### src/rtl/rf_wr_arbiter_pkg.sv
// ---------------------------------------------------------------------------
// rf_wr_arbiter_pkg
//   Shared defaults and types for the register-file write-port arbiter.
//   Contents:
//     DW_DEFAULT / AW_DEFAULT / MAX_WAIT_DEFAULT : parameter defaults
//     req_idx_t                                  : requester index (EX / MEM)
//     wait_cnt_width()                           : width of a saturating wait counter
// ---------------------------------------------------------------------------
package rf_wr_arbiter_pkg;

  localparam int DW_DEFAULT       = 16;
  localparam int AW_DEFAULT       = 3;
  localparam int MAX_WAIT_DEFAULT = 7;

  // Requester 0 is the execute-stage result, requester 1 the memory-stage load.
  typedef enum logic {
    REQ_EX  = 1'b0,
    REQ_MEM = 1'b1
  } req_idx_t;

  // The counter must be able to hold MAX_WAIT+1 (its saturation value).
  function automatic int wait_cnt_width(input int max_wait);
    return $clog2(max_wait + 2);
  endfunction

endpackage

### src/rtl/rf_wr_arbiter_if.sv
// ---------------------------------------------------------------------------
// rf_wr_arbiter_if
//   Bundles both writeback request channels and the register-file write port.
//   Modports:
//     master : requester/test side (drives reqN_valid/sel/data, sees the rest)
//     slave  : arbiter side (drives reqN_ready, write, writeregsel, writedata,
//              busy_mask, err)
// ---------------------------------------------------------------------------
interface rf_wr_arbiter_if
  import rf_wr_arbiter_pkg::*;
#(
  parameter int DW = DW_DEFAULT,
  parameter int AW = AW_DEFAULT
);

  logic                 req0_valid;
  logic [AW-1:0]        req0_sel;
  logic [DW-1:0]        req0_data;
  logic                 req0_ready;

  logic                 req1_valid;
  logic [AW-1:0]        req1_sel;
  logic [DW-1:0]        req1_data;
  logic                 req1_ready;

  logic                 write;
  logic [AW-1:0]        writeregsel;
  logic [DW-1:0]        writedata;
  logic [(1<<AW)-1:0]   busy_mask;
  logic                 err;

  modport master (
    output req0_valid, req0_sel, req0_data,
    input  req0_ready,
    output req1_valid, req1_sel, req1_data,
    input  req1_ready,
    input  write, writeregsel, writedata, busy_mask, err
  );

  modport slave (
    input  req0_valid, req0_sel, req0_data,
    output req0_ready,
    input  req1_valid, req1_sel, req1_data,
    output req1_ready,
    output write, writeregsel, writedata, busy_mask, err
  );

endinterface

### src/rtl/rf_wr_req_mon.sv
// ---------------------------------------------------------------------------
// rf_wr_req_mon
//   Per-requester watchdog: counts consecutive stalled cycles and checks that a
//   stalled request keeps valid/sel/data stable until it is accepted.
//   Ports:
//     clk, rst   : clock, asynchronous active-low reset
//     valid      : requester valid
//     ready      : grant returned to the requester
//     sel, data  : request payload
//     err_event  : 1 in a cycle whose closing edge must set the sticky error
// ---------------------------------------------------------------------------
module rf_wr_req_mon
  import rf_wr_arbiter_pkg::*;
#(
  parameter int DW       = DW_DEFAULT,
  parameter int AW       = AW_DEFAULT,
  parameter int MAX_WAIT = MAX_WAIT_DEFAULT
) (
  input  logic          clk,
  input  logic          rst,
  input  logic          valid,
  input  logic          ready,
  input  logic [AW-1:0] sel,
  input  logic [DW-1:0] data,
  output logic          err_event
);

  localparam int            CW   = wait_cnt_width(MAX_WAIT);
  localparam logic [CW-1:0] LAST = CW'(MAX_WAIT);
  localparam logic [CW-1:0] SAT  = CW'(MAX_WAIT + 1);

  logic          stall;
  logic          stalled_q;
  logic [AW-1:0] sel_q;
  logic [DW-1:0] data_q;
  logic [CW-1:0] wait_cnt;
  logic          proto_err;
  logic          starve_err;

  assign stall = valid & ~ready;

  // Remember last cycle's payload and stall state; the wait counter restarts
  // whenever the request is accepted or withdrawn.
  always_ff @(posedge clk or negedge rst) begin
    if (!rst) begin
      stalled_q <= 1'b0;
      sel_q     <= '0;
      data_q    <= '0;
      wait_cnt  <= '0;
    end else begin
      stalled_q <= stall;
      sel_q     <= sel;
      data_q    <= data;
      if (!stall) begin
        wait_cnt <= '0;
      end else if (wait_cnt != SAT) begin
        wait_cnt <= wait_cnt + CW'(1);
      end
    end
  end

  // A stalled request must still be there, unchanged, in the following cycle.
  // Starvation is flagged on the edge that takes the counter to MAX_WAIT+1.
  always_comb begin
    proto_err  = stalled_q & (~valid | (sel != sel_q) | (data != data_q));
    starve_err = stall & (wait_cnt >= LAST);
    err_event  = proto_err | starve_err;
  end

endmodule

### src/rtl/rf_wr_arbiter.sv
// ---------------------------------------------------------------------------
// rf_wr_arbiter
//   Shares the single register-file write port between the execute-stage
//   result (req0) and the memory-stage load result (req1). The grant is
//   combinational; the winning write is registered (one cycle latency).
//   Ports:
//     clk  : clock, rising edge
//     rst  : asynchronous active-low reset
//     bus  : rf_wr_arbiter_if.slave (request channels, write port,
//            busy_mask, sticky err)
//   Parameters: DW, AW, MAX_WAIT, FIXED_PRI (0 = round-robin, 1 = req1 wins)
// ---------------------------------------------------------------------------
module rf_wr_arbiter
  import rf_wr_arbiter_pkg::*;
#(
  parameter int DW        = DW_DEFAULT,
  parameter int AW        = AW_DEFAULT,
  parameter int MAX_WAIT  = MAX_WAIT_DEFAULT,
  parameter int FIXED_PRI = 0
) (
  input logic            clk,
  input logic            rst,
  rf_wr_arbiter_if.slave bus
);

  localparam bit RR_MODE = (FIXED_PRI == 0);

  req_idx_t           rr_ptr;
  logic               grant0;
  logic               grant1;
  logic               both_valid;
  logic               write_q;
  logic [AW-1:0]      sel_q;
  logic [DW-1:0]      data_q;
  logic               err_q;
  logic               err_event0;
  logic               err_event1;
  logic [(1<<AW)-1:0] busy;

  // req0 wins when alone, or under contention when round-robin favours it;
  // otherwise req1 takes any cycle in which it is valid.
  always_comb begin
    both_valid = bus.req0_valid & bus.req1_valid;
    grant0     = bus.req0_valid &
                 (~bus.req1_valid | (RR_MODE && (rr_ptr == REQ_EX)));
    grant1     = bus.req1_valid & ~grant0;
  end

  assign bus.req0_ready = grant0;
  assign bus.req1_ready = grant1;

  // After a contended cycle the pointer favours whoever lost it.
  always_ff @(posedge clk or negedge rst) begin
    if (!rst) begin
      rr_ptr <= REQ_EX;
    end else if (both_valid) begin
      rr_ptr <= grant0 ? REQ_MEM : REQ_EX;
    end
  end

  // Output stage: the register file never stalls, so every grant becomes a
  // write on the next edge. Address/data hold when nothing is granted.
  always_ff @(posedge clk or negedge rst) begin
    if (!rst) begin
      write_q <= 1'b0;
      sel_q   <= '0;
      data_q  <= '0;
    end else begin
      write_q <= grant0 | grant1;
      if (grant1) begin
        sel_q  <= bus.req1_sel;
        data_q <= bus.req1_data;
      end else if (grant0) begin
        sel_q  <= bus.req0_sel;
        data_q <= bus.req0_data;
      end
    end
  end

  assign bus.write       = write_q;
  assign bus.writeregsel = sel_q;
  assign bus.writedata   = data_q;

  // Registers with a write either stalled at the input or sitting in the
  // output stage.
  always_comb begin
    busy = '0;
    if (bus.req0_valid && !grant0) begin
      busy[bus.req0_sel] = 1'b1;
    end
    if (bus.req1_valid && !grant1) begin
      busy[bus.req1_sel] = 1'b1;
    end
    if (write_q) begin
      busy[sel_q] = 1'b1;
    end
  end

  assign bus.busy_mask = busy;

  rf_wr_req_mon #(
    .DW       (DW),
    .AW       (AW),
    .MAX_WAIT (MAX_WAIT)
  ) u_mon_ex (
    .clk       (clk),
    .rst       (rst),
    .valid     (bus.req0_valid),
    .ready     (grant0),
    .sel       (bus.req0_sel),
    .data      (bus.req0_data),
    .err_event (err_event0)
  );

  rf_wr_req_mon #(
    .DW       (DW),
    .AW       (AW),
    .MAX_WAIT (MAX_WAIT)
  ) u_mon_mem (
    .clk       (clk),
    .rst       (rst),
    .valid     (bus.req1_valid),
    .ready     (grant1),
    .sel       (bus.req1_sel),
    .data      (bus.req1_data),
    .err_event (err_event1)
  );

  // Sticky error; only reset clears it, arbitration is unaffected.
  always_ff @(posedge clk or negedge rst) begin
    if (!rst) begin
      err_q <= 1'b0;
    end else begin
      err_q <= err_q | err_event0 | err_event1;
    end
  end

  assign bus.err = err_q;

endmodule
### src/flat_wrapper.sv
// flat-port wrapper written by rule: the top's interface ports become plain ports
module rf_wr_arbiter_flat import rf_wr_arbiter_pkg::*;
#(
  parameter int DW        = DW_DEFAULT,
  parameter int AW        = AW_DEFAULT,
  parameter int MAX_WAIT  = MAX_WAIT_DEFAULT,
  parameter int FIXED_PRI = 0
)
  (clk, rst, bus_req0_valid, bus_req0_sel, bus_req0_data, bus_req0_ready, bus_req1_valid, bus_req1_sel, bus_req1_data, bus_req1_ready, bus_write, bus_writeregsel, bus_writedata, bus_busy_mask, bus_err);
  rf_wr_arbiter_if #(.DW(DW), .AW(AW)) bus_i ();
  input logic clk;
  input logic rst;
  input wire logic [$bits(bus_i.req0_valid)-1:0] bus_req0_valid;
  input wire logic [$bits(bus_i.req0_sel)-1:0] bus_req0_sel;
  input wire logic [$bits(bus_i.req0_data)-1:0] bus_req0_data;
  output wire logic [$bits(bus_i.req0_ready)-1:0] bus_req0_ready;
  input wire logic [$bits(bus_i.req1_valid)-1:0] bus_req1_valid;
  input wire logic [$bits(bus_i.req1_sel)-1:0] bus_req1_sel;
  input wire logic [$bits(bus_i.req1_data)-1:0] bus_req1_data;
  output wire logic [$bits(bus_i.req1_ready)-1:0] bus_req1_ready;
  output wire logic [$bits(bus_i.write)-1:0] bus_write;
  output wire logic [$bits(bus_i.writeregsel)-1:0] bus_writeregsel;
  output wire logic [$bits(bus_i.writedata)-1:0] bus_writedata;
  output wire logic [$bits(bus_i.busy_mask)-1:0] bus_busy_mask;
  output wire logic [$bits(bus_i.err)-1:0] bus_err;
  assign bus_i.req0_valid = bus_req0_valid;
  assign bus_i.req0_sel = bus_req0_sel;
  assign bus_i.req0_data = bus_req0_data;
  assign bus_req0_ready = bus_i.req0_ready;
  assign bus_i.req1_valid = bus_req1_valid;
  assign bus_i.req1_sel = bus_req1_sel;
  assign bus_i.req1_data = bus_req1_data;
  assign bus_req1_ready = bus_i.req1_ready;
  assign bus_write = bus_i.write;
  assign bus_writeregsel = bus_i.writeregsel;
  assign bus_writedata = bus_i.writedata;
  assign bus_busy_mask = bus_i.busy_mask;
  assign bus_err = bus_i.err;
  rf_wr_arbiter #(.DW(DW), .AW(AW), .MAX_WAIT(MAX_WAIT), .FIXED_PRI(FIXED_PRI)) u_core (.clk(clk), .rst(rst), .bus(bus_i));
endmodule
### config.mk
export PLATFORM = sky130hd
export DESIGN_NAME = rf_wr_arbiter_flat
export DESIGN_NICKNAME = d
export VERILOG_FILES = /design/src/rtl/rf_wr_arbiter_pkg.sv /design/src/rtl/rf_wr_arbiter_if.sv /design/src/rtl/rf_wr_req_mon.sv /design/src/rtl/rf_wr_arbiter.sv /design/src/flat_wrapper.sv
export SDC_FILE = /design/constraint.sdc
export NUM_CORES = 1
export LEC_CHECK = 0
export CAP_MARGIN = 20
export CORE_ASPECT_RATIO = 1.5
export CORE_UTILIZATION = 52
export CTS_BUF_LIST = sky130_fd_sc_hd__clkbuf_8
export DETAILED_ROUTE_END_ITERATION = 7
export PLACE_DENSITY = 0.83
export SLEW_MARGIN = 20
export SYNTH_ARGS = -nofsm -noshare
export SYNTH_HDL_FRONTEND = slang
export SYNTH_HIERARCHICAL = 1
export SYNTH_SLANG_ARGS = --single-unit
### constraint.sdc
create_clock -name clk -period 1.8 [get_ports clk]
set_input_delay 0.36 -clock clk [delete_from_list [all_inputs] [get_ports clk]]
set_output_delay 0.36 -clock clk [all_outputs]
set_load 0.005 [all_outputs]
# After elaboration in Yosys (flattened, before gate mapping)
# Index checks and enable logic that the tools add are counted.
[totals] regBits=70 in_bits=42 word_cells=83
[classes] add_sub_neg=2 magnitude_cmp=8 n_eq_ne=8 n_mux=18 bitwise_logic=26 n_reduce_logical=8
[op_table] operator="$mux 16" count=2
[op_table] operator="$ne 16x16->1" count=2
[op_table] operator="$mux 8" count=3
[op_table] operator="$mux 4" count=4
[op_table] operator="$or 8x8->8" count=2
[op_table] operator="$lt 3x4->1 const B" count=3
[op_table] operator="$or 1x1->1" count=10
[op_table] operator="$and 1x1->1" count=9
[op_table] operator="$demux 1 s3" count=3
[op_table] operator="$ge 3x1->1 const B" count=3
[op_table] operator="$add 4x1->4 const B" count=2
[op_table] operator="$ge 4x3->1 const B" count=2
[op_table] operator="$ne 4x4->1 const B" count=2
[op_table] operator="$mux 3" count=2
[op_table] operator="$ne 3x3->1" count=2
[op_table] operator="$logic_and 1x1->1" count=5
[op_table] operator="$not 1->1" count=5
[op_table] operator="$mux 1" count=4
[op_table] operator="$ne 2x1->1 const B" count=2
[op_table] operator="$logic_not 1->1" count=2
[op_table] operator="$reduce_bool 2->1" count=1

# Longest topological paths before layout
# Gate-level depths: netlist (run 1).
[logic_depth] depth_word=10 mapped_depth=7 ltp_nobuf=6

# Modules after synthesis
# The synthesis (run 1) kept the hierarchy.
[by_module_without_submodules] mod="rf_wr_req_mon" instances=2 cells_per_inst=71 area_each_um2=935.9 seq_area_each_um2=600.6
[by_module_without_submodules] mod="rf_wr_arbiter" instances=1 cells_per_inst=133 area_each_um2=1263.7 seq_area_each_um2=550.5

# Worst setup path before layout (run 1)
# No wires, ideal clock.
[synth_timing] kind="input -> register" startpoint="input bus_req1_valid" endpoint="register u_core.err_q, in the netlist u_core/bus.err" arrival_time_ns=1.483 path_slack_ns=0.185 path_stages=7 path_cell_list="buf_4 > a21boi_4 > buf_2 > nor2b_1 > nand2b_1 > o211ai_1 > or3_1"
[synth_between] elab_chain_len=10 elab_cells_between_ends=17
[synth_rtl] item="from (decl)" line_no="flat_wrapper.sv:17" source="input wire logic [$bits(bus_i.req1_valid)-1:0] bus_req1_valid;"
[synth_rtl] item="$not 1->1" line_no="rf_wr_arbiter.sv:45" source="(~bus.req1_valid | (RR_MODE && (rr_ptr == REQ_EX)));"
[synth_rtl] item="$or 1x1->1" line_no="rf_wr_arbiter.sv:45"
[synth_rtl] item="$and 1x1->1" line_no="rf_wr_arbiter.sv:44" source="grant0 = bus.req0_valid &"
[synth_rtl] item="$not 1->1" line_no="rf_wr_arbiter.sv:46" source="grant1 = bus.req1_valid & ~grant0;"
[synth_rtl] item="$and 1x1->1 (*)" line_no="rf_wr_arbiter.sv:46"
[synth_rtl] item="named net bus_req1_ready" line_no="flat_wrapper.sv:20" source="output wire logic [$bits(bus_i.req1_ready)-1:0] bus_req1_ready;"
[synth_rtl] item="$not 1->1 (*)" line_no="rf_wr_req_mon.sv:40" source="assign stall = valid & ~ready;"
[synth_rtl] item="$and 1x1->1 (*)" line_no="rf_wr_req_mon.sv:40"
[synth_rtl] item="$and 1x1->1 (*)" line_no="rf_wr_req_mon.sv:66" source="starve_err = stall & (wait_cnt >= LAST);"
[synth_rtl] item="$or 1x1->1 (*)" line_no="rf_wr_req_mon.sv:67" source="err_event = proto_err | starve_err;"
[synth_rtl] item="named net u_core.err_event1" line_no="rf_wr_arbiter.sv:37" source="logic err_event1;"
[synth_rtl] item="$or 1x1->1 (*)" line_no="rf_wr_arbiter.sv:134" source="err_q <= err_q | err_event0 | err_event1;"
[synth_rtl] item="to (signal assigned)" line_no="rf_wr_arbiter.sv:134"
[synth_rtl] item="to (decl)" line_no="rf_wr_arbiter.sv:35" source="logic err_q;"
# Mark *: on every way through the listed nets, which the timed path passes. The rest lies on a longest branch.
# A chain may end at the register's enable or synchronous reset.

# Worst setup path after layout (run 1)
[layout_timing] startpoint="register u_core.rr_ptr" endpoint="output bus_busy_mask[6]"
[layout_between] elab_chain_len=10 elab_cells_between_ends=14
[layout_rtl] item="from (decl)" line_no="rf_wr_arbiter.sv:28" source="req_idx_t rr_ptr;"
[layout_rtl] item="from (signal assigned)" line_no="rf_wr_arbiter.sv:57" source="rr_ptr <= grant0 ? REQ_MEM : REQ_EX;"
[layout_rtl] item="$not 1->1 (*)" line_no="rf_wr_arbiter.sv:45"
[layout_rtl] item="$or 1x1->1 (*)" line_no="rf_wr_arbiter.sv:45"
[layout_rtl] item="$and 1x1->1 (*)" line_no="rf_wr_arbiter.sv:44"
[layout_rtl] item="$logic_not 1->1 or $not 1->1 (tied branches)" line_no="rf_wr_arbiter.sv:88, rf_wr_arbiter.sv:46"
[layout_rtl] item="$logic_and 1x1->1 or $and 1x1->1 (tied branches)" line_no="rf_wr_arbiter.sv:88, rf_wr_arbiter.sv:46"
[layout_rtl] item="$mux 8 or $logic_not 1->1 (tied branches)" line_no="rf_wr_arbiter.sv:88, rf_wr_arbiter.sv:91"
[layout_rtl] item="$or 8x8->8 (no line) or $logic_and 1x1->1 (tied branches)"
[layout_rtl] item="$mux 8 (*)" line_no="rf_wr_arbiter.sv:91" source="if (bus.req1_valid && !grant1) begin"
[layout_rtl] item="$or 8x8->8 (no line)"
[layout_rtl] item="$mux 8 (*)" line_no="rf_wr_arbiter.sv:94" source="if (write_q) begin"
[layout_rtl] item="to (decl)" line_no="flat_wrapper.sv:24" source="output wire logic [$bits(bus_i.busy_mask)-1:0] bus_busy_mask;"
# Mark *: on every way between the ends. The rest lies on a longest branch, timed or not.

==> reports/qor.yml, run 1 <==
cells_and_area:
  nets: 454
  register_area_sq_mm: 0.00175
  n_fill_cell: 374
  antenna_cells: 0
  fin_cells: 485
  multiInputGateArea_sq_mm: 0.00135
  layout-drive-gt1-share_pct: 24.2
  area_growth_pct: 45.3
setup_path:
  worstPathMaxFanout: 5
  worstSetupPathType: "flop to primary output"
  start_kind: "flop"
  slowest_stage: "dfrtp_1"
  path_delay_family: "flip-flops"
  end_kind: "primary output"
  crit_chain: "and4b_2 > buf_6 > a32oi_1 > nand2_1 > buf_2"
  path_buf_inv: 2
  crit_required_ns: 1.44
  crit_arrival_ns: 1.50
  crit_path_max_incr_delay_ns: 0.42
timing:
  setup_violations: 5
  rsz0062_at_grt: "yes"
  fin_crit_sh_pct: 103
  setup_slack_ns: -0.0612
  slew_viol_final: 0
  hold_viol: 0
  fmax_mhz: 537
  worstMarginPinSlew_ns: 0.383
  skew_ns: 0.0127
  slew_headroom_pct: 74.4
  finalCriticalPeriod_ns: 1.86
  whs_ns: 0.0195
  tns_ns: -0.215
synth:
  synth_seq_cells: 70
  synth_top_area_cell: "dfrtp_1"
  yosys.cell_types.count: 31
  post-synth-top-area-fraction_pct: 55.9
  synthCells: 275
  synth_edf_count: 0
  synth_ff_type: "dfrtp_1"
  yosys_warnings: 6
  synth_top_cells_by_count: "70 x dfrtp_1, 41 x xnor2_1, 32 x nand2_1, 23 x o21ai_0, 21 x mux2i_1"
  yosysSeqAreaShare_pct: 55.9
  synth.most_common_cell: "dfrtp_1"
  yosys-top-cells-area: "dfrtp_1 56%, xnor2_1 11%, mux2i_1 6.7%"
  syn-num-nets: 321
  avgSynthCellArea_sq_um: 11.4
  syn_area_sq_mm: 0.00314
  async_flop_share_pct: 100
clock_tree:
  htree_levels: 3
  cts_inserted_buffers: 9
  cts_sinks: 70
  clk_path_buf_depth: 2
  clk_pin_slew_ns: 0.07
  clockRootBuffer: "clkbuf_8"
  cts_hold_buf: 0
  cts_tree: "done"
  clk_latency_ns: 0.35
global_route:
  first_global_vias: 2738
  grt_max_degree: 71
  grt_pass1_wl_mm: 13.1
  overflow: 0
  track_usage_pct: 27.8
  antenna_found_initial: 0
floorplan:
  die_y_microns: 97.1
  die_area_sq_mm: 0.00635
  fp.dieW_microns: 65.4
  pin_count: 73
  initial_core_util_pct: 53.8
  num_rows: 34
  core-area_sq_mm: 0.00583
drt:
  wl_mm: 8.07
  initialDrtViolationCount: 196
  wire_per_inst_microns: 16.6
  drc: 0
  vias: 2620
  drt.antenna.violating_nets: 0
  firstDrtPassIters: 4
  viasPerCell: 5.40
power:
  p_per_area_mw_per_mm2: 938
  p_leak_nw: 2.02
  max-vdd-ir-drop_uv: 774
worst_hold_path:
  holdCritPathClass: "primary input to asynchronous set/reset pin"
outcome:
  status: "finished, violations left"
  violations: "negative setup slack"
placement:
  place_congestion: 0.885
  hpwl_mm: 5.47
  place_inst: 463
  portBuffers: 72
flow_run:
  maxCapViolations: 0
area by class of cell:
cell class                 instances  share of cell area [%]
sequential                        70                    38.5
multi-input combinational        191                    29.6
timing repair buffer             130                    24.6
clock buffer                      12                    3.63
tap                               72                    1.98
clock inverter                     4                    1.18
inverter                           6                   0.494
state kept, by name (all words and copies together), names as in the netlist, 3 cells and up:
signal,count
u_core/bus.writedata,16
u_core/bus.writeregsel,3
u_core/u_mon_ex/data_q,16
u_core/u_mon_ex/sel_q,3
u_core/u_mon_ex/wait_cnt,4
u_core/u_mon_mem/data_q,16
u_core/u_mon_mem/sel_q,3
u_core/u_mon_mem/wait_cnt,4
cells by family (layout without fill, tap and decap cells):
family          count (synthesis)  after routing  synth area share (%)
compound gates                 39             39                  7.46
xor+xnor                       43             43                  12.0
fa+ha+maj                       4              4                  1.60
buf+inv                        14            152                  2.55
flops                          70             70                  55.9
mux                            21             21                  6.70
simple gates                   84             84                  13.8
layout by cell type (no fill, tap or decap), types with 11 or more instances in the layout:
cell type and instances:
o21ai_0 23, clkdlybuf4s50_1 53, xnor2_1 40, dfrtp_1 70, clkbuf_8 12, nand2_1 32, nand4_1 13, buf_4 52
mux2i_1 21, buf_2 11
report_power, final:
| group | internal (mW) | leakage (nW) | switching, mW | total (mW) |
|---|---|---|---|---|
| sequential | 1.74 | 0.836 | 0.119 | 1.86 |
| clock | 0.756 | 0.105 | 0.583 | 1.34 |
| combinational | 0.603 | 1.08 | 0.472 | 1.08 |
routing by layer:
layer	routed length [microns]	up-vias	part of all wire (%)	track usage, %
met3	367	23	4.5	6.81
met5	0	-	0	0
met4	263	0	3.3	13.0
met2	4430	78	55	46.9
li1	-	1214	-	-
met1	3010	1305	37	32.5
stage by stage:
stage	instance area (sq um)	setup slack [ns]	power [mW]	utilization (%)
3_5_place_dp	4290	-0.537	2.94	73.6
3_3_place_gp	4290	-0.519	2.90	73.6
6_report	4560	-0.0612	4.27	78.2
2_1_floorplan	3140	0.185	2.28	-
4_1_cts	4540	-0.0538	4.30	78.0
5_1_grt	4560	-0.131	4.49	78.2
worst paths after layout:
check,startpoint,end,slack [ns],cells past startpoint
max in group asynchronous,rst,u_core/u_mon_mem/sel_q[1]$_DFF_PN0_,1.46,2
worst min-delay path,rst,u_core/u_mon_mem/sel_q[2]$_DFF_PN0_,0.02,2
worst min register to register,u_core/bus.err$_DFF_PN0_,u_core/bus.err$_DFF_PN0_,0.52,1
min in group clk,bus_req1_sel[1],u_core/u_mon_mem/sel_q[1]$_DFF_PN0_,0.44,2
worst max-delay path,u_core/rr_ptr$_DFFE_PN0P_,bus_busy_mask[6],-0.06,5
worst max register to register,u_core/rr_ptr$_DFFE_PN0P_,u_core/bus.err$_DFF_PN0_,0.09,6
what timing repair did:
item                       CTS  global route
setup endpoints to repair   11             9
pin swaps                   11             3
setup buffers                7             0
gates resized for setup     61             2
No activity file was read; power rests on OpenSTA's default activity.
==> inputs of run 2 (changes only) <==
--- a/config.mk
+++ b/config.mk
@@ -7,12 +7,11 @@
 export LEC_CHECK = 0
 export CAP_MARGIN = 20
 export CORE_ASPECT_RATIO = 1.5
-export CORE_UTILIZATION = 52
-export CTS_BUF_LIST = sky130_fd_sc_hd__clkbuf_8
+export CORE_UTILIZATION = 50
+export CTS_BUF_LIST = sky130_fd_sc_hd__clkbuf_8 sky130_fd_sc_hd__clkbuf_16
 export DETAILED_ROUTE_END_ITERATION = 7
-export PLACE_DENSITY = 0.83
+export PLACE_DENSITY = 0.8
 export SLEW_MARGIN = 20
 export SYNTH_ARGS = -nofsm -noshare
 export SYNTH_HDL_FRONTEND = slang
-export SYNTH_HIERARCHICAL = 1
 export SYNTH_SLANG_ARGS = --single-unit
==> reports/qor.yml, run 2 <==
cells_and_area:
  multiInputGateArea_sq_mm: 0.00139  # +3.2%
  register_area_sq_mm: 0.00175  # about the same
  final_cell_mix: "69 x dfrtp_1, 53 x clkdlybuf4s50_1, 49 x buf_4"
  n_fill_cell: 414  # +11%
  nets: 473  # +4.2%
  fin_cells: 506  # +4.3%
  layout-drive-gt1-share_pct: 26.4  # +2.2 points
  antenna_cells: 0  # unchanged
  area_growth_pct: 46.9
  mostFrequentLayoutCell: "dfrtp_1"
drt:
  wl_mm: 8.66  # +7.3%
  firstDrtPassIters: 4  # unchanged
  wire_per_inst_microns: 17.1  # +2.9%
  drc: 0  # unchanged
  drt.antenna.violating_nets: 0  # unchanged
  viasPerCell: 5.47  # +1.3%
  vias: 2768  # +5.6%
  initialDrtViolationCount: 123  # -37%
floorplan:
  pin_count: 73  # unchanged
  num_rows: 35  # +2.9%
  die_y_microns: 99.7  # +2.7%
  core-area_sq_mm: 0.00613  # +5.2%
  fp.dieW_microns: 67.1  # +2.7%
  initial_core_util_pct: 51.9  # -1.9 points
  die_area_sq_mm: 0.00670  # +5.4%
power:
  switching_power_mw: 1.08  # -8.3%
  p_int_mw: 2.97  # -4.3%
  p_per_area_mw_per_mm2: 865  # -7.8%
  p_comb_share_pct: 21.8  # -3.4 points
  pwr-share-seq_pct: 43.6  # about the same
  p_leak_nw: 2.10  # +3.7%
  power.total_mw: 4.04  # -5.4%
  max-vdd-ir-drop_uv: 627  # -19%
  p_clk_share_pct: 34.5  # +3.2 points
  switching_share_pct: 26.6  # -0.85 points
timing:
  finalCriticalPeriod_ns: 1.87  # +0.0129 ns
  rsz0062_at_grt: "yes"
  hold_viol: 0  # unchanged
  slew_headroom_pct: 73.3  # -1.1 points
  setup_slack_ns: -0.0741  # -0.0129 ns
  skew_ns: 0.00688  # -0.00583 ns
  slew_viol_final: 0  # unchanged
  fin_crit_sh_pct: 104  # +0.72 points
  setup_violations: 4  # -1
  fmax_mhz: 534  # -0.69%
  worstMarginPinSlew_ns: 0.397  # +0.0133 ns
setup_path:
  crit_arrival_ns: 1.51  # about the same
  worstPathMaxFanout: 3  # -2
  crit_required_ns: 1.44  # about the same
  worstSetupPathType: "flop to primary output"
  end_kind: "primary output"
  start_kind: "flop"
clock_tree:
  cts_hold_buf: 0  # unchanged
  htree_levels: 3  # unchanged
  clk_pin_slew_ns: 0.08  # about the same
  clockRootBuffer: "clkbuf_8"
  cts_inserted_buffers: 9  # unchanged
  clk_path_buf_depth: 2  # unchanged
  cts_sinks: 70  # unchanged
  cts_tree: "done"
  clk_latency_ns: 0.35  # about the same
global_route:
  first_global_vias: 3017  # +10%
  overflow: 0  # unchanged
  grt_max_degree: 71  # unchanged
  grt_pass1_wl_mm: 13.9  # +5.9%
  track_usage_pct: 28.7  # +0.88 points
  antenna_found_initial: 0  # unchanged
synth:
  post-synth-top-area-fraction_pct: 55.0  # -0.83 points
  synthCells: 299  # +8.7%
  yosys-top-cells-area: "dfrtp_1 55%, xor2_1 7.2%, nor2_1 5.9%"
  yosys.cell_types.count: 28  # -9.7%
  synth_ff_type: "dfrtp_1"
  syn_area_sq_mm: 0.00318  # +1.5%
  synth_edf_count: 0  # unchanged
  synth_seq_cells: 70  # unchanged
  yosysSeqAreaShare_pct: 55.0  # -0.83 points
  async_flop_share_pct: 100  # unchanged
  synth_top_area_cell: "dfrtp_1"
  avgSynthCellArea_sq_um: 10.6  # -6.6%
  syn-num-nets: 345  # +7.5%
  synth_top_cells_by_count: "70 x dfrtp_1, 50 x nor2_1, 26 x xor2_1, 21 x nand3_1, 20 x o22ai_1"
  yosys_warnings: 0  # -6
  synth.most_common_cell: "dfrtp_1"
placement:
  dp_slack_ns: -0.707  # -0.170 ns
  place_congestion: 0.863  # -2.4%
  place_inst: 479  # +3.5%
  hpwl_mm: 5.95  # +8.8%
  portBuffers: 72  # unchanged
worst_hold_path:
  holdCritPathClass: "primary input to asynchronous set/reset pin"
outcome:
  status: "finished, violations left"
  violations: "negative setup slack"
flow_run:
  maxCapViolations: 0  # unchanged
run 2: cell types whose count changed after synthesis, moves of 18 or more:
cell,delta
mux2i_1,-19
xnor2_1,-25
xor2_1,+24
o22ai_1,+20
nand2_1,-18
nor2_1,+40
o21ai_0,-23
run 2: kinds of logic after synthesis:
| family | count (synthesis) | synth area share (%) |
|---|---|---|
| and+or+nand+nor | 114 | 16.7 |
| DFF | 70 | 55.0 |
| xor gates and xnor gates | 42 | 11.6 |
| AOI/OAI and AO/OA | 30 | 6.01 |
| buffers and inverters | 21 | 2.87 |
| muxes | 18 | 6.29 |
| adders and majority gates | 4 | 1.57 |
run 2: final timing paths:
kind | slack [ns] | end | cells after the start | startpoint
max | -0.07 | bus_busy_mask[2] | 6 | u_core.rr_ptr$_DFFE_PN0P_
min | 0.01 | u_core.u_mon_mem.wait_cnt[1]$_DFFE_PN0P_ | 2 | rst
min reg2reg | 0.51 | u_core.bus.err$_DFF_PN0_ | 2 | u_core.u_mon_mem.stalled_q$_DFF_PN0_
max reg2reg | 0.25 | u_core.bus.err$_DFF_PN0_ | 5 | u_core.u_mon_ex.data_q[15]$_DFF_PN0_
max in group asynchronous | 1.45 | u_core.bus.writeregsel[2]$_DFFE_PN0P_ | 2 | rst
min in group clk | 0.40 | u_core.u_mon_mem.sel_q[2]$_DFF_PN0_ | 1 | bus_req1_sel[2]
run 2: power groups by stage:
stage	Combinational [mW]	Sequential, mW	Clock [mW]
after floorplan	0.310	1.79	0
after global placement	0.807	1.79	0
after detailed placement	0.828	1.79	0
after CTS	0.862	1.76	1.41
after global routing	0.957	1.78	1.48
final	0.883	1.76	1.40
run 2: final cells by class:
class | instances | area share (%)
flip-flops and latches | 70 | 37.5
multi-input cells | 208 | 29.8
repair buffers | 130 | 25.2
clock buffers | 9 | 2.65
clock inverters | 7 | 2.09
well taps | 74 | 1.98
inverters | 8 | 0.749
run 2: timing repair:
| action | CTS | global route |
|---|---|---|
| cloned | 1 | 0 |
| gates resized for setup | 60 | 9 |
| setup buffers | 7 | 3 |
| endpoints found under the setup margin | 11 | 8 |
| pin swaps | 13 | 3 |
run 2: per-layer routing:
| layer | vias to the layer above | track usage, % | routed length, microns |
|---|---|---|---|
| met1 | 1354 | 31.0 | 3190 |
| met3 | 24 | 6.88 | 463 |
| met4 | 0 | 15.7 | 313 |
| li1 | 1274 | - | - |
| met2 | 116 | 49.8 | 4690 |
| met5 | - | 0 | 0 |
run 2: worst max-delay path: stages (launching register included):
cell and delay (ns):
dfrtp_1 0.39, or2_4 0.27, nor2_4 0.12, buf_6 0.11
a22oi_2 0.07, nand2_1 0.09, buf_2 0.12
run 2: metrics by stage:
step | hold WS, ns | cell area, sq um | TNS [ns] | util [%]
5_1_grt | 0.0375 | 4670 | -0.474 | 76.2
3_5_place_dp | 0.411 | 4300 | -9.70 | 70.1
6_report | 0.0105 | 4670 | -0.212 | 76.2
2_1_floorplan | 0.0644 | 3180 | 0 | -
4_1_cts | 0.0300 | 4640 | -0.231 | 75.7
3_3_place_gp | 0.411 | 4300 | -8.31 | 70.1
==> inputs of run 3 (changes only) <==
--- a/config.mk
+++ b/config.mk
@@ -7,10 +7,10 @@
 export LEC_CHECK = 0
 export CAP_MARGIN = 20
 export CORE_ASPECT_RATIO = 1.5
-export CORE_UTILIZATION = 50
+export CORE_UTILIZATION = 45
 export CTS_BUF_LIST = sky130_fd_sc_hd__clkbuf_8 sky130_fd_sc_hd__clkbuf_16
 export DETAILED_ROUTE_END_ITERATION = 7
-export PLACE_DENSITY = 0.8
+export PLACE_DENSITY = 0.76
 export SLEW_MARGIN = 20
 export SYNTH_ARGS = -nofsm -noshare
 export SYNTH_HDL_FRONTEND = slang
==> constraint.sdc (replaced) <==
create_clock -name clk -period 1.5 [get_ports clk]
set_input_delay 0.3 -clock clk [delete_from_list [all_inputs] [get_ports clk]]
set_output_delay 0.3 -clock clk [all_outputs]
set_load 0.005 [all_outputs]
==> reports/qor.yml, run 3 (synthesis gave the netlist of run 2 again) <==
clock_tree:
  cts_sinks: 70  # unchanged
  cts_inserted_buffers: 9  # unchanged
  clk_latency_ns: 0.34  # about the same
  cts_tree: "done"
  clk_pin_slew_ns: 0.07  # about the same
  htree_levels: 3  # unchanged
  clk_path_buf_depth: 2  # unchanged
  clockRootBuffer: "clkbuf_8"
drt:
  wire_per_inst_microns: 16.5  # -3.6%
  drt.antenna.violating_nets: 0  # unchanged
  m1WireLength_mm: 3.30  # +3.2%
  firstDrtPassIters: 8  # +4
  dr_wl_met3_microns: 287  # -38%
  dr_wl_met2_mm: 4.82  # +2.8%
  dr.max_layer_used: "met4"
  vias: 2775  # +0.25%
  initialDrtViolationCount: 90  # -27%
  wl_mm: 8.75  # +1.0%
  drc: 12  # +12
  viasPerCell: 5.24  # -4.3%
cells_and_area:
  multiInputGateArea_sq_mm: 0.00148  # +6.2%
  antenna_cells: 0  # unchanged
  mostFrequentLayoutCell: "dfrtp_1"
  nets: 495  # +4.7%
  final_cell_mix: "69 x dfrtp_1, 65 x buf_4, 48 x nor2_1"
  n_fill_cell: 527  # +27%
  area_growth_pct: 52.0
  layout-drive-gt1-share_pct: 32.5  # +6.1 points
  fin_cells: 530  # +4.7%
  register_area_sq_mm: 0.00175  # unchanged
timing:
  worstMarginPinSlew_ns: 0.488  # +0.0908 ns
  hold_viol: 0  # unchanged
  slew_headroom_pct: 67.5  # -5.8 points
  skew_ns: 0.00672  # -0.000166 ns
  rsz0062_at_grt: "yes"
  fin_crit_sh_pct: 121
  finalCriticalPeriod_ns: 1.81
  fmax_mhz: 551
  whs_ns: 0.246  # +0.235 ns
  setup_slack_ns: -0.315  # -0.241 ns
  slew_viol_final: 0  # unchanged
  setup_violations: 10  # +6
global_route:
  first_global_vias: 2992  # -0.83%
  grt_pass1_wl_mm: 14.4  # +3.8%
  antenna_found_initial: 0  # unchanged
  overflow: 0  # unchanged
  track_usage_pct: 25.9  # -2.9 points
  grt_max_degree: 35  # -51%
setup_path:
  crit_arrival_ns: 1.51  # about the same
  worstPathMaxFanout: 2  # -1
  end_kind: "primary output"
  worst-r2r-setup-slack_ns: 0.03  # -0.22 ns
  r2r-end: "u_core.bus.err$_DFF_PN0_"
  worstSetupPathType: "flop to primary output"
  r2r_cells: 6  # +1
  r2r-start: "u_core.u_mon_mem.data_q[12]$_DFF_PN0_"
  crit_required_ns: 1.20  # -0.24 ns
  worstSetupEndpoint: "bus_busy_mask[2]"
  start_kind: "flop"
  startpoint: "u_core.rr_ptr$_DFFE_PN0P_"
floorplan:
  fp.dieW_microns: 70.7  # +5.2%
  num_rows: 37  # +5.7%
  die_area_sq_mm: 0.00742  # +11%
  initial_core_util_pct: 46.5  # -5.5 points
  pin_count: 73  # unchanged
  core-area_sq_mm: 0.00685  # +12%
  die_y_microns: 105  # +5.3%
power:
  p_per_area_mw_per_mm2: 927  # +7.2%
  p_leak_nw: 2.22  # +5.8%
  max-vdd-ir-drop_uv: 660  # +5.3%
  power.total_mw: 4.48  # +11%
placement:
  place_congestion: 0.902  # +4.6%
  portBuffers: 72  # unchanged
  place_inst: 500  # +4.4%
  hpwl_mm: 6.28  # +5.6%
outcome:
  status: "finished, violations left"
  violations: "design-rule violations, negative setup slack"
worst_hold_path:
  holdCritPathClass: "primary input to flop"
flow_run:
  maxCapViolations: 0  # unchanged
## run 3: cell types whose count changed in the layout (fill, tap and decap cells not counted), sizes merged
cell / change
dlygate4sd3: +1
clkbuf: +1
clkdlybuf4s15: +1
inv: +1
clkdlybuf4s50: -21
bufinv: -2
buf: +23
clkinvlp: -2
bufbuf: -1
dlygate4sd2: +19
## run 3: critical path, cell delays in order, from the launching register on
cell and delay, ns:
dfrtp_1 0.40, or2_4 0.26, nor2_4 0.11, buf_6 0.11, buf_6 0.08, a22oi_2 0.06, nand2_1 0.06, buf_2 0.10
## run 3: cell type report
| cell class | count | share of cell area, % |
|---|---|---|
| clock inverters | 4 | 0.362 |
| well taps | 78 | 2.02 |
| clock buffers | 10 | 2.85 |
| repair buffers | 152 | 27.2 |
| inverters | 8 | 0.724 |
| multi-input cells | 208 | 30.6 |
| flip-flops and latches | 70 | 36.2 |
## run 3: how the worst min path moves through the flow
| stage | endpoint | slack, ns | depth (start not counted) | startpoint |
|---|---|---|---|---|
| floorplan | u_core.bus.err$_DFF_PN0_ | 0.004 | 0 | rst |
| global placement | u_core.u_mon_mem.wait_cnt[1]$_DFFE_PN0P_ | 0.28 | 1 | rst |
| detailed placement | u_core.u_mon_mem.wait_cnt[2]$_DFFE_PN0P_ | 0.29 | 1 | rst |
| CTS | u_core.u_mon_mem.data_q[10]$_DFF_PN0_ | 0.33 | 2 | bus_req1_data[10] |
| global route | u_core.u_mon_mem.data_q[12]$_DFF_PN0_ | 0.24 | 2 | bus_req1_data[12] |
| finish | u_core.u_mon_mem.data_q[12]$_DFF_PN0_ | 0.25 | 2 | bus_req1_data[12] |
## run 3: layer usage
metal	vias up	GRT usage, %
li1	1313	-
met1	1364	28.4
met2	76	46.7
met3	22	4.82
met4	0	13.6
met5	-	0
## run 3: where the power goes
part           leakage [nW]  internal (mW)  switching [mW]
Sequential            0.828           2.03          0.0890
Combinational          1.30          0.612           0.503
Clock                0.0904          0.608           0.639
Total                  2.22           3.25            1.23
## run 3: what timing repair did
action,4_1_cts,5_1_grt
buffers inserted,14,2
pin swaps,23,6
gates resized for setup,95,20
hold buffers,1,0
endpoints found under the hold margin,17,0
endpoints found under the setup margin,51,15
## run 3: per-stage QoR
| stage | cell area, sq um | setup TNS (ns) | setup slack [ns] | util [%] |
|---|---|---|---|---|
| 6_report | 4840 | -2.27 | -0.315 | 70.6 |
| 5_1_grt | 4840 | -3.12 | -0.418 | 70.6 |
| 3_3_place_gp | 4440 | -15.26 | -0.802 | 64.8 |
| 4_1_cts | 4750 | -2.60 | -0.350 | 69.3 |
| 2_1_floorplan | 3180 | 0 | 0.0422 | - |
| 3_5_place_dp | 4440 | -16.23 | -0.817 | 64.8 |
